`config.mk`:
```
export PLATFORM = sky130hd
export DESIGN_NAME = pipe_ctrl_unit_flat
export DESIGN_NICKNAME = d
export VERILOG_FILES = /design/src/rtl/pipe_ctrl_unit_if.sv /design/src/rtl/pipe_ctrl_unit.sv /design/src/flat_wrapper.sv
export SDC_FILE = /design/constraint.sdc
export NUM_CORES = 1
export LEC_CHECK = 0
export ABC_AREA = 0
export BUFFER_PORTS_ARGS = -buffer_cell sky130_fd_sc_hd__buf_4
export CAP_MARGIN = 20
export CORE_MARGIN = 2
export CORE_UTILIZATION = 46
export CTS_BUF_LIST = sky130_fd_sc_hd__clkbuf_16
export CTS_CLUSTER_SIZE = 20
export DETAILED_ROUTE_END_ITERATION = 8
export PLACE_DENSITY = 0.76
export SETUP_SLACK_MARGIN = 0.15
export SYNTH_ARGS = -nofsm -noshare
export SYNTH_HDL_FRONTEND = slang
export SYNTH_SLANG_ARGS = --single-unit
```
`constraint.sdc`:
```
create_clock -name clk -period 2.4 [get_ports clk]
set_input_delay 0.12 -clock clk [delete_from_list [all_inputs] [get_ports clk]]
set_output_delay 0.12 -clock clk [all_outputs]
set_load 0.05 [all_outputs]
```
`src/rtl/pipe_ctrl_unit_if.sv`:
```
// ID-stage instruction fields and hazard inputs in, with the registered ID/EX control bundle and stall/flush out.
// The slave modport is the control unit; the master modport is the surrounding pipeline.
interface pipe_ctrl_unit_if #(
  parameter int REG_AW = 5
);
  logic              valid_D;
  logic [5:0]        opcode_D;
  logic [5:0]        funct_D;
  logic [REG_AW-1:0] rs_D;
  logic [REG_AW-1:0] rt_D;
  logic [REG_AW-1:0] rd_D;
  logic              branch_taken_E;

  logic              stall_D;
  logic              flush_D;
  logic              valid_E;
  logic              rfwe_E;
  logic              mtorf_E;
  logic              dmwe_E;
  logic              aluinsel_E;
  logic              branch_E;
  logic              jump_E;
  logic [3:0]        alusel_E;
  logic [REG_AW-1:0] wreg_E;
  logic              md_start_E;
  logic              md_busy;
  logic              illegal_E;

  modport slave (
    input  valid_D, opcode_D, funct_D, rs_D, rt_D, rd_D, branch_taken_E,
    output stall_D, flush_D, valid_E, rfwe_E, mtorf_E, dmwe_E, aluinsel_E,
           branch_E, jump_E, alusel_E, wreg_E, md_start_E, md_busy, illegal_E
  );

  modport master (
    output valid_D, opcode_D, funct_D, rs_D, rt_D, rd_D, branch_taken_E,
    input  stall_D, flush_D, valid_E, rfwe_E, mtorf_E, dmwe_E, aluinsel_E,
           branch_E, jump_E, alusel_E, wreg_E, md_start_E, md_busy, illegal_E
  );
endinterface

```
`src/rtl/pipe_ctrl_unit.sv`:
```
// Pipelined MIPS control: decodes ID into the ID/EX control register (1 cycle), stalls ID on load-use
// and MULT/DIV-busy hazards, bubbles on branch flush, and times the multi-cycle MULT/DIV unit.
module pipe_ctrl_unit #(
  parameter int REG_AW     = 5,
  parameter int MD_LATENCY = 32,
  parameter int ENABLE_MD  = 1
) (
  input  logic             clk,
  input  logic             rst_n,
  pipe_ctrl_unit_if.slave  bus
);

  localparam logic [7:0] MD_LAT = 8'(MD_LATENCY);
  localparam bit         MD_EN  = (ENABLE_MD != 0);

  localparam logic [5:0] OP_RTYPE = 6'b000000;
  localparam logic [5:0] OP_LW    = 6'b100011;
  localparam logic [5:0] OP_SW    = 6'b101011;
  localparam logic [5:0] OP_BEQ   = 6'b000100;
  localparam logic [5:0] OP_J     = 6'b000010;
  localparam logic [5:0] OP_ADDI  = 6'b001000;
  localparam logic [5:0] OP_ORI   = 6'b001101;
  localparam logic [5:0] OP_SLTI  = 6'b001010;

  localparam logic [5:0] FN_ADD  = 6'b100000;
  localparam logic [5:0] FN_SUB  = 6'b100010;
  localparam logic [5:0] FN_AND  = 6'b100100;
  localparam logic [5:0] FN_OR   = 6'b100101;
  localparam logic [5:0] FN_SLT  = 6'b101010;
  localparam logic [5:0] FN_SLL  = 6'b000000;
  localparam logic [5:0] FN_SLLV = 6'b000100;
  localparam logic [5:0] FN_SRAV = 6'b000111;
  localparam logic [5:0] FN_MFHI = 6'b010000;
  localparam logic [5:0] FN_MFLO = 6'b010010;
  localparam logic [5:0] FN_MULT = 6'b011000;
  localparam logic [5:0] FN_DIV  = 6'b011010;

  // Decoded ID bundle
  logic              w_rfwe;
  logic              w_mtorf;
  logic              w_dmwe;
  logic              w_aluinsel;
  logic              w_branch;
  logic              w_jump;
  logic [3:0]        w_alusel;
  logic [REG_AW-1:0] w_wreg;
  logic              w_illegal;
  logic              w_md_op;
  logic              w_md_rd;
  logic              w_rt_src;

  // Hazard and issue control
  logic              w_load_use;
  logic              w_md_hazard;
  logic              w_stall;
  logic              w_load;
  logic              w_launch;
  logic              w_md_busy;

  // ID/EX register
  logic              r_valid_E;
  logic              r_rfwe_E;
  logic              r_mtorf_E;
  logic              r_dmwe_E;
  logic              r_aluinsel_E;
  logic              r_branch_E;
  logic              r_jump_E;
  logic [3:0]        r_alusel_E;
  logic [REG_AW-1:0] r_wreg_E;
  logic              r_illegal_E;
  logic              r_md_start_E;
  logic [7:0]        r_md_cnt;

  always_comb begin
    w_rfwe     = 1'b0;
    w_mtorf    = 1'b0;
    w_dmwe     = 1'b0;
    w_aluinsel = 1'b0;
    w_branch   = 1'b0;
    w_jump     = 1'b0;
    w_alusel   = 4'b0000;
    w_wreg     = '0;
    w_illegal  = 1'b0;
    w_md_op    = 1'b0;
    w_md_rd    = 1'b0;

    case (bus.opcode_D)
      OP_RTYPE: begin
        w_rfwe = 1'b1;
        w_wreg = bus.rd_D;
        case (bus.funct_D)
          FN_ADD:  w_alusel = 4'b0000;
          FN_SUB:  w_alusel = 4'b0001;
          FN_AND:  w_alusel = 4'b0111;
          FN_OR:   w_alusel = 4'b1000;
          FN_SLT:  w_alusel = 4'b1001;
          FN_SLL:  w_alusel = 4'b0010;
          FN_SLLV: w_alusel = 4'b0100;
          FN_SRAV: w_alusel = 4'b1011;
          FN_MFHI: begin
            w_alusel  = 4'b1100;
            w_md_rd   = MD_EN;
            w_illegal = !MD_EN;
          end
          FN_MFLO: begin
            w_alusel  = 4'b1101;
            w_md_rd   = MD_EN;
            w_illegal = !MD_EN;
          end
          FN_MULT, FN_DIV: begin
            w_rfwe    = 1'b0;
            w_md_op   = MD_EN;
            w_illegal = !MD_EN;
          end
          default: w_illegal = 1'b1;
        endcase
      end
      OP_LW: begin
        w_rfwe     = 1'b1;
        w_mtorf    = 1'b1;
        w_aluinsel = 1'b1;
        w_wreg     = bus.rt_D;
      end
      OP_SW: begin
        w_dmwe     = 1'b1;
        w_aluinsel = 1'b1;
      end
      OP_BEQ: begin
        w_branch = 1'b1;
        w_alusel = 4'b0001;
      end
      OP_J: w_jump = 1'b1;
      OP_ADDI, OP_ORI, OP_SLTI: begin
        w_rfwe     = 1'b1;
        w_aluinsel = 1'b1;
        w_wreg     = bus.rt_D;
        w_alusel   = (bus.opcode_D == OP_ORI)  ? 4'b1000 :
                     (bus.opcode_D == OP_SLTI) ? 4'b1001 : 4'b0000;
      end
      default: w_illegal = 1'b1;
    endcase

    // An unrecognised instruction must not touch any architectural state.
    if (w_illegal) begin
      w_rfwe     = 1'b0;
      w_mtorf    = 1'b0;
      w_dmwe     = 1'b0;
      w_aluinsel = 1'b0;
      w_branch   = 1'b0;
      w_jump     = 1'b0;
      w_alusel   = 4'b0000;
      w_wreg     = '0;
      w_md_op    = 1'b0;
      w_md_rd    = 1'b0;
    end

    if (w_wreg == '0) begin
      w_rfwe = 1'b0;
    end
  end

  assign w_rt_src = (bus.opcode_D == OP_RTYPE) || (bus.opcode_D == OP_SW) ||
                    (bus.opcode_D == OP_BEQ);

  assign w_md_busy   = (r_md_cnt != 8'd0);
  assign w_load_use  = r_mtorf_E && r_valid_E && (r_wreg_E != '0) &&
                       ((r_wreg_E == bus.rs_D) || (w_rt_src && (r_wreg_E == bus.rt_D)));
  assign w_md_hazard = w_md_busy && (w_md_op || w_md_rd);

  // A taken branch squashes ID, so a hazard on the squashed instruction must not hold the PC.
  assign w_stall  = bus.valid_D && !bus.branch_taken_E && (w_load_use || w_md_hazard);
  assign w_load   = bus.valid_D && !bus.branch_taken_E && !w_stall;
  assign w_launch = w_load && w_md_op;

  always_ff @(posedge clk or negedge rst_n) begin
    if (!rst_n) begin
      r_valid_E    <= 1'b0;
      r_rfwe_E     <= 1'b0;
      r_mtorf_E    <= 1'b0;
      r_dmwe_E     <= 1'b0;
      r_aluinsel_E <= 1'b0;
      r_branch_E   <= 1'b0;
      r_jump_E     <= 1'b0;
      r_alusel_E   <= 4'b0000;
      r_wreg_E     <= '0;
      r_illegal_E  <= 1'b0;
      r_md_start_E <= 1'b0;
      r_md_cnt     <= 8'd0;
    end else begin
      if (w_load) begin
        r_valid_E    <= 1'b1;
        r_rfwe_E     <= w_rfwe;
        r_mtorf_E    <= w_mtorf;
        r_dmwe_E     <= w_dmwe;
        r_aluinsel_E <= w_aluinsel;
        r_branch_E   <= w_branch;
        r_jump_E     <= w_jump;
        r_alusel_E   <= w_alusel;
        r_wreg_E     <= w_wreg;
        r_illegal_E  <= w_illegal;
      end else begin
        r_valid_E    <= 1'b0;
        r_rfwe_E     <= 1'b0;
        r_mtorf_E    <= 1'b0;
        r_dmwe_E     <= 1'b0;
        r_aluinsel_E <= 1'b0;
        r_branch_E   <= 1'b0;
        r_jump_E     <= 1'b0;
        r_alusel_E   <= 4'b0000;
        r_wreg_E     <= '0;
        r_illegal_E  <= 1'b0;
      end

      r_md_start_E <= w_launch;
      if (w_launch) begin
        r_md_cnt <= MD_LAT;
      end else if (r_md_cnt != 8'd0) begin
        r_md_cnt <= r_md_cnt - 8'd1;
      end
    end
  end

  assign bus.stall_D    = w_stall;
  assign bus.flush_D    = bus.branch_taken_E;
  assign bus.valid_E    = r_valid_E;
  assign bus.rfwe_E     = r_rfwe_E;
  assign bus.mtorf_E    = r_mtorf_E;
  assign bus.dmwe_E     = r_dmwe_E;
  assign bus.aluinsel_E = r_aluinsel_E;
  assign bus.branch_E   = r_branch_E;
  assign bus.jump_E     = r_jump_E;
  assign bus.alusel_E   = r_alusel_E;
  assign bus.wreg_E     = r_wreg_E;
  assign bus.md_start_E = r_md_start_E;
  assign bus.md_busy    = w_md_busy;
  assign bus.illegal_E  = r_illegal_E;

endmodule

```
`src/flat_wrapper.sv`:
```
// flat-port wrapper written by rule: the top's interface ports become plain ports
module pipe_ctrl_unit_flat 
#(
  parameter int REG_AW     = 5,
  parameter int MD_LATENCY = 32,
  parameter int ENABLE_MD  = 1
)
  (clk, rst_n, bus_valid_D, bus_opcode_D, bus_funct_D, bus_rs_D, bus_rt_D, bus_rd_D, bus_branch_taken_E, bus_stall_D, bus_flush_D, bus_valid_E, bus_rfwe_E, bus_mtorf_E, bus_dmwe_E, bus_aluinsel_E, bus_branch_E, bus_jump_E, bus_alusel_E, bus_wreg_E, bus_md_start_E, bus_md_busy, bus_illegal_E);
  pipe_ctrl_unit_if #(.REG_AW(REG_AW)) bus_i ();
  input  logic clk;
  input  logic rst_n;
  input wire logic [$bits(bus_i.valid_D)-1:0] bus_valid_D;
  input wire logic [$bits(bus_i.opcode_D)-1:0] bus_opcode_D;
  input wire logic [$bits(bus_i.funct_D)-1:0] bus_funct_D;
  input wire logic [$bits(bus_i.rs_D)-1:0] bus_rs_D;
  input wire logic [$bits(bus_i.rt_D)-1:0] bus_rt_D;
  input wire logic [$bits(bus_i.rd_D)-1:0] bus_rd_D;
  input wire logic [$bits(bus_i.branch_taken_E)-1:0] bus_branch_taken_E;
  output wire logic [$bits(bus_i.stall_D)-1:0] bus_stall_D;
  output wire logic [$bits(bus_i.flush_D)-1:0] bus_flush_D;
  output wire logic [$bits(bus_i.valid_E)-1:0] bus_valid_E;
  output wire logic [$bits(bus_i.rfwe_E)-1:0] bus_rfwe_E;
  output wire logic [$bits(bus_i.mtorf_E)-1:0] bus_mtorf_E;
  output wire logic [$bits(bus_i.dmwe_E)-1:0] bus_dmwe_E;
  output wire logic [$bits(bus_i.aluinsel_E)-1:0] bus_aluinsel_E;
  output wire logic [$bits(bus_i.branch_E)-1:0] bus_branch_E;
  output wire logic [$bits(bus_i.jump_E)-1:0] bus_jump_E;
  output wire logic [$bits(bus_i.alusel_E)-1:0] bus_alusel_E;
  output wire logic [$bits(bus_i.wreg_E)-1:0] bus_wreg_E;
  output wire logic [$bits(bus_i.md_start_E)-1:0] bus_md_start_E;
  output wire logic [$bits(bus_i.md_busy)-1:0] bus_md_busy;
  output wire logic [$bits(bus_i.illegal_E)-1:0] bus_illegal_E;
  assign bus_i.valid_D = bus_valid_D;
  assign bus_i.opcode_D = bus_opcode_D;
  assign bus_i.funct_D = bus_funct_D;
  assign bus_i.rs_D = bus_rs_D;
  assign bus_i.rt_D = bus_rt_D;
  assign bus_i.rd_D = bus_rd_D;
  assign bus_i.branch_taken_E = bus_branch_taken_E;
  assign bus_stall_D = bus_i.stall_D;
  assign bus_flush_D = bus_i.flush_D;
  assign bus_valid_E = bus_i.valid_E;
  assign bus_rfwe_E = bus_i.rfwe_E;
  assign bus_mtorf_E = bus_i.mtorf_E;
  assign bus_dmwe_E = bus_i.dmwe_E;
  assign bus_aluinsel_E = bus_i.aluinsel_E;
  assign bus_branch_E = bus_i.branch_E;
  assign bus_jump_E = bus_i.jump_E;
  assign bus_alusel_E = bus_i.alusel_E;
  assign bus_wreg_E = bus_i.wreg_E;
  assign bus_md_start_E = bus_i.md_start_E;
  assign bus_md_busy = bus_i.md_busy;
  assign bus_illegal_E = bus_i.illegal_E;
  pipe_ctrl_unit #(.REG_AW(REG_AW), .MD_LATENCY(MD_LATENCY), .ENABLE_MD(ENABLE_MD)) u_core (.clk(clk), .rst_n(rst_n), .bus(bus_i));
endmodule
```
==> metrics list <==
- Sinks on Clock Net: 26
- In this run, synthesis produced a sequential element count of 26.
- The netlist uses 49 different library cells.
- In this run the register-to-register setup slack is between 0.15 and 0.2 ns.
* Half-perimeter wire length of the detailed placement result: 3.13 mm
- Post-Synthesis Cells: ~180
- Iteration-0 DRC count of the detailed router: roughly 110
- Setup violations remaining at the end of the flow were counted as 0.
- Synth async-reset ratio: 1.00
- Setup repair after global routing could not meet its margin everywhere.
* Syn-to-layout area delta: 38.5%
* Commonest non-fill, non-tap cells in the layout: sky130_fd_sc_hd__buf_4 (58), sky130_fd_sc_hd__dfrtp_1 (26), sky130_fd_sc_hd__nor2_1 (11)
- Path depth of the worst reg2reg path: 7
- H-Tree Level Count: 1
* Antenna violations before repair: 0
- Overall die width: roughly 65 um
- Pins Over Slew Limit: 0
* Crit path kind: reg2out
- In the routed layout, each cell is associated on average with a via count of ~5.8.
* Critical Path, Cell by Cell: inv_2 > ha_4 > or4b_4 > or4_4 > nand3_4 > a31oi_1 > buf_4
- Leakage power summed over all cells: about 1.1 nW
* Final Hold Vio Count: 0
- The critical path starts at u_core.r_md_cnt[0].
* Largest stage delay on the critical path: ~0.46 ns
- The placed instances occupy a cell area of ~0.0022 mm^2.
- The flow ran to the end, and the final reports show no timing, DRC or antenna violations.
* Proportion of synthesized chip area in sequential cells: 0.375
- Worst path depth: 7
- The min-delay analysis places its worst path in the category in2reg.
- TritonCTS buffer count: 3
- The slowest stage of the critical path belongs to the cell sky130_fd_sc_hd__or4b_4.
- Clock latency on the worst-skew pair, taken at its later pin, is 0.26 ns.
* Number of enable-type register cells in the synthesized netlist: 0
* Post-synthesis area per instance: 9.54 um^2
- Aggregate global-route resource usage: 0.203
* IO Pins: 52
- Number of nets in the synthesized netlist: roughly 210
* Residual DRC: 0
* Worst path arrival time: 2.19 ns
- The most used flip-flop cell after synthesis is sky130_fd_sc_hd__dfrtp_1.
- Areal power density over the cells: between 600 and 700 mW/mm^2
* Worst Slack Setup Final: roughly 0.086 ns
- The core region is around 0.0036 mm^2.
- Routed length per placed instance: approximately 16 um
* Kind of cell with the highest combined delay on the critical path: simple AND/OR/NAND/NOR gates
- During synthesis, Yosys emitted a total of 0 warnings.
* Tmin final: between 2 and 2.5 ns
- Count of nets after finishing: around 270
- Buffers & Inverters on Critical Path: 2
* Register clock-pin slew on the reported worst setup and hold paths: 0.07 ns
- Netlist area before placement: roughly 0.0017 mm^2
- Post-route insts no fill: between 200 and 300
- Critical path endpoint category: output port
- Once placement completed, the tool counted placed cells totaling roughly 280.
- Longest Clk Path Bufs: 2
- Summed over all layers, the global routing overflow is 0.
* Maximum vdd ir drop: slightly above 0.3 mV
- The worst hold path begins at bus_opcode_D[4].
* Hold-critical path depth: 2
- Row generation in the floorplan step produced 22 rows.
- At the pin with the least slew margin, the transition time is 0.867 ns.
* Input/output buffers: 51
- Entering global routing, the biggest net connects 27 pins.
- Fmax achieved: ~430 MHz
- Vertical die dimension: around 65 um
* Cell types occupying the most area after synthesis: sky130_fd_sc_hd__dfrtp_1 (37%), sky130_fd_sc_hd__nor3_2 (5.8%), sky130_fd_sc_hd__xor2_1 (4.5%)
- TritonCTS built the clock tree.
- Post-synth top area cell: sky130_fd_sc_hd__dfrtp_1
- Final GP Congestion: between 0.7 and 0.8
* Launch point of the worst reg-to-reg path: u_core.r_md_cnt[0]
- Global-route wire length before repair: 6.76 mm
* Worst Setup Slack post-DPL: roughly 0.0088 ns
- Number of diodes added for antenna fixing: 0
- Total power after layout: between 1.5 and 2 mW
- Setup total negative slack: 0 ns
- Dividing the final minimum period by the clock period gives 0.964.
- At the worst endpoint, the required time is approximately 2.3 ns.
- Skew final: ~0.0030 ns
* Drt first pass iters: 4
- Across all layers, the routed design uses approximately 1600 vias.
- Summing all non-filler instances in the final layout gives an area of around 0.0024 mm^2.
* MaxCap Viol Count: 0
- The cell sitting at the root of the clock tree is a sky130_fd_sc_hd__clkbuf_16.
- Number of global-route vias before repair: 1480
- CP max FO: 3
* Die Footprint: ~0.0043 mm^2
- The initial utilization of the core area, before any placement, comes to 0.478.
- Leaving out fill and tap cells, the most frequent cell in the layout is sky130_fd_sc_hd__buf_4.
- Kind of start point of the critical path: flip-flop
- Rel. slew slack: 0.422
- Detailed Route WL: 4.45 mm
- Once detail routing completed, the nets flagged for antenna violations numbered 0.
* Share of layout cells above drive strength 1: 0.398
- Area fraction of the dominant cell type after synthesis: 0.375
[logic make-up (layout without fill, tap and decap cells)]
group / Yosys count / after routing / share of synthesized area
mux: 2 / 2 / 0.0122
fa+ha+maj: 1 / 1 / 0.00720
compound gates: 35 / 35 / 0.135
xor+xnor: 15 / 15 / 0.0757
flops: 26 / 26 / 0.375
simple gates: 86 / 87 / 0.347
buf+inv: 17 / 70 / 0.0483
[where the power goes]
group / total [mW] / internal, mW / leakage, nW / switching (mW)
sequential: 0.582 / 0.511 / 0.346 / 0.0710
clock: 0.486 / 0.332 / 0.0511 / 0.154
combinational: 0.434 / 0.226 / 0.678 / 0.208
[per-stage QoR]
| stage | utilization | hold slack [ns] |
|---|---|---|
| 6_report | 0.662 | 0.0890 |
| 5_1_grt | 0.662 | 0.0808 |
| 4_1_cts | 0.640 | 0.0889 |
| 3_5_place_dp | 0.598 | 0.0439 |
| 3_3_place_gp | 0.598 | 0.0408 |
| 2_1_floorplan | - | -0.176 |
[per-layer routing]
metal | track usage | up-vias | routed length [um]
met5 | 0 | - | 0
met4 | 0.0625 | 0 | 11
met3 | 0.0377 | 2 | 169
met2 | 0.353 | 44 | 2300
met1 | 0.255 | 791 | 1970
li1 | - | 797 | -
[sequential cells by signal, indices dropped and copies added, names as in the netlist]
signal / cells
u_core.bus.aluinsel_E: 1
u_core.bus.wreg_E: 5
u_core.bus.dmwe_E: 1
u_core.bus.illegal_E: 1
u_core.bus.alusel_E: 4
u_core.bus.md_start_E: 1
u_core.bus.branch_E: 1
u_core.bus.mtorf_E: 1
u_core.bus.jump_E: 1
u_core.bus.valid_E: 1
u_core.bus.rfwe_E: 1
u_core.r_md_cnt: 8
[worst paths after layout]
| check | endpoint |
|---|---|
| setup reg to reg | u_core.bus.dmwe_E |
| max in group asynchronous | u_core.bus.wreg_E[2] |
| setup / recovery | bus_stall_D |
| hold reg to reg | u_core.r_md_cnt[4] |
| hold / removal | u_core.bus.dmwe_E |
| min in group asynchronous | u_core.r_md_cnt[3] |
[worst reg2reg max path: cells and delay by family (launching register included)]
| kind | cells | cell delay [ns] |
|---|---|---|
| fa+ha+maj | 1 | 0.13 |
| flops | 1 | 0.39 |
| buf+inv | 1 | 0.08 |
| simple gates | 5 | 1.53 |
[Yosys cell counts, drive strengths merged, types with 2 or more instances]
cell    number
xnor2        6
nand4        5
nand4b       2
and4         2
inv          3
a211oi       4
nand3        7
or3          4
clkbuf      10
o22ai        2
nand2        9
a21oi        6
o31ai        2
and3b        3
nor3        16
buf          4
dfrtp       26
xor2         9
nor4bb       3
nand3b       3
nor2        11
a22oi        6
or4b         3
a211o        2
nor4         5
o21ai        7
or4          3
nand2b       5
[layout make-up]
type / instances / area [um^2]
Sequential cell: 26 / 651
Multi-Input combinational cell: 140 / 1090
Timing Repair Buffer: 63 / 490
Inverter: 3 / 11.3
Clock buffer: 3 / 75.1
Tap cell: 48 / 60.1
Clock inverter: 1 / 30.0
Fill cell: 314 / 1230
[repair_timing]
| item | 4_1_cts | 5_1_grt |
|---|---|---|
| setup buffers | 2 | 1 |
| gates cloned | 0 | 1 |
| resized for setup | 6 | 12 |
| hold buffers | 1 | 0 |
| endpoints found under the hold margin | 26 | 0 |
| setup endpoints to repair | 22 | 19 |
| pin swaps | 1 | 11 |
Power figures use the tool's default switching activity.
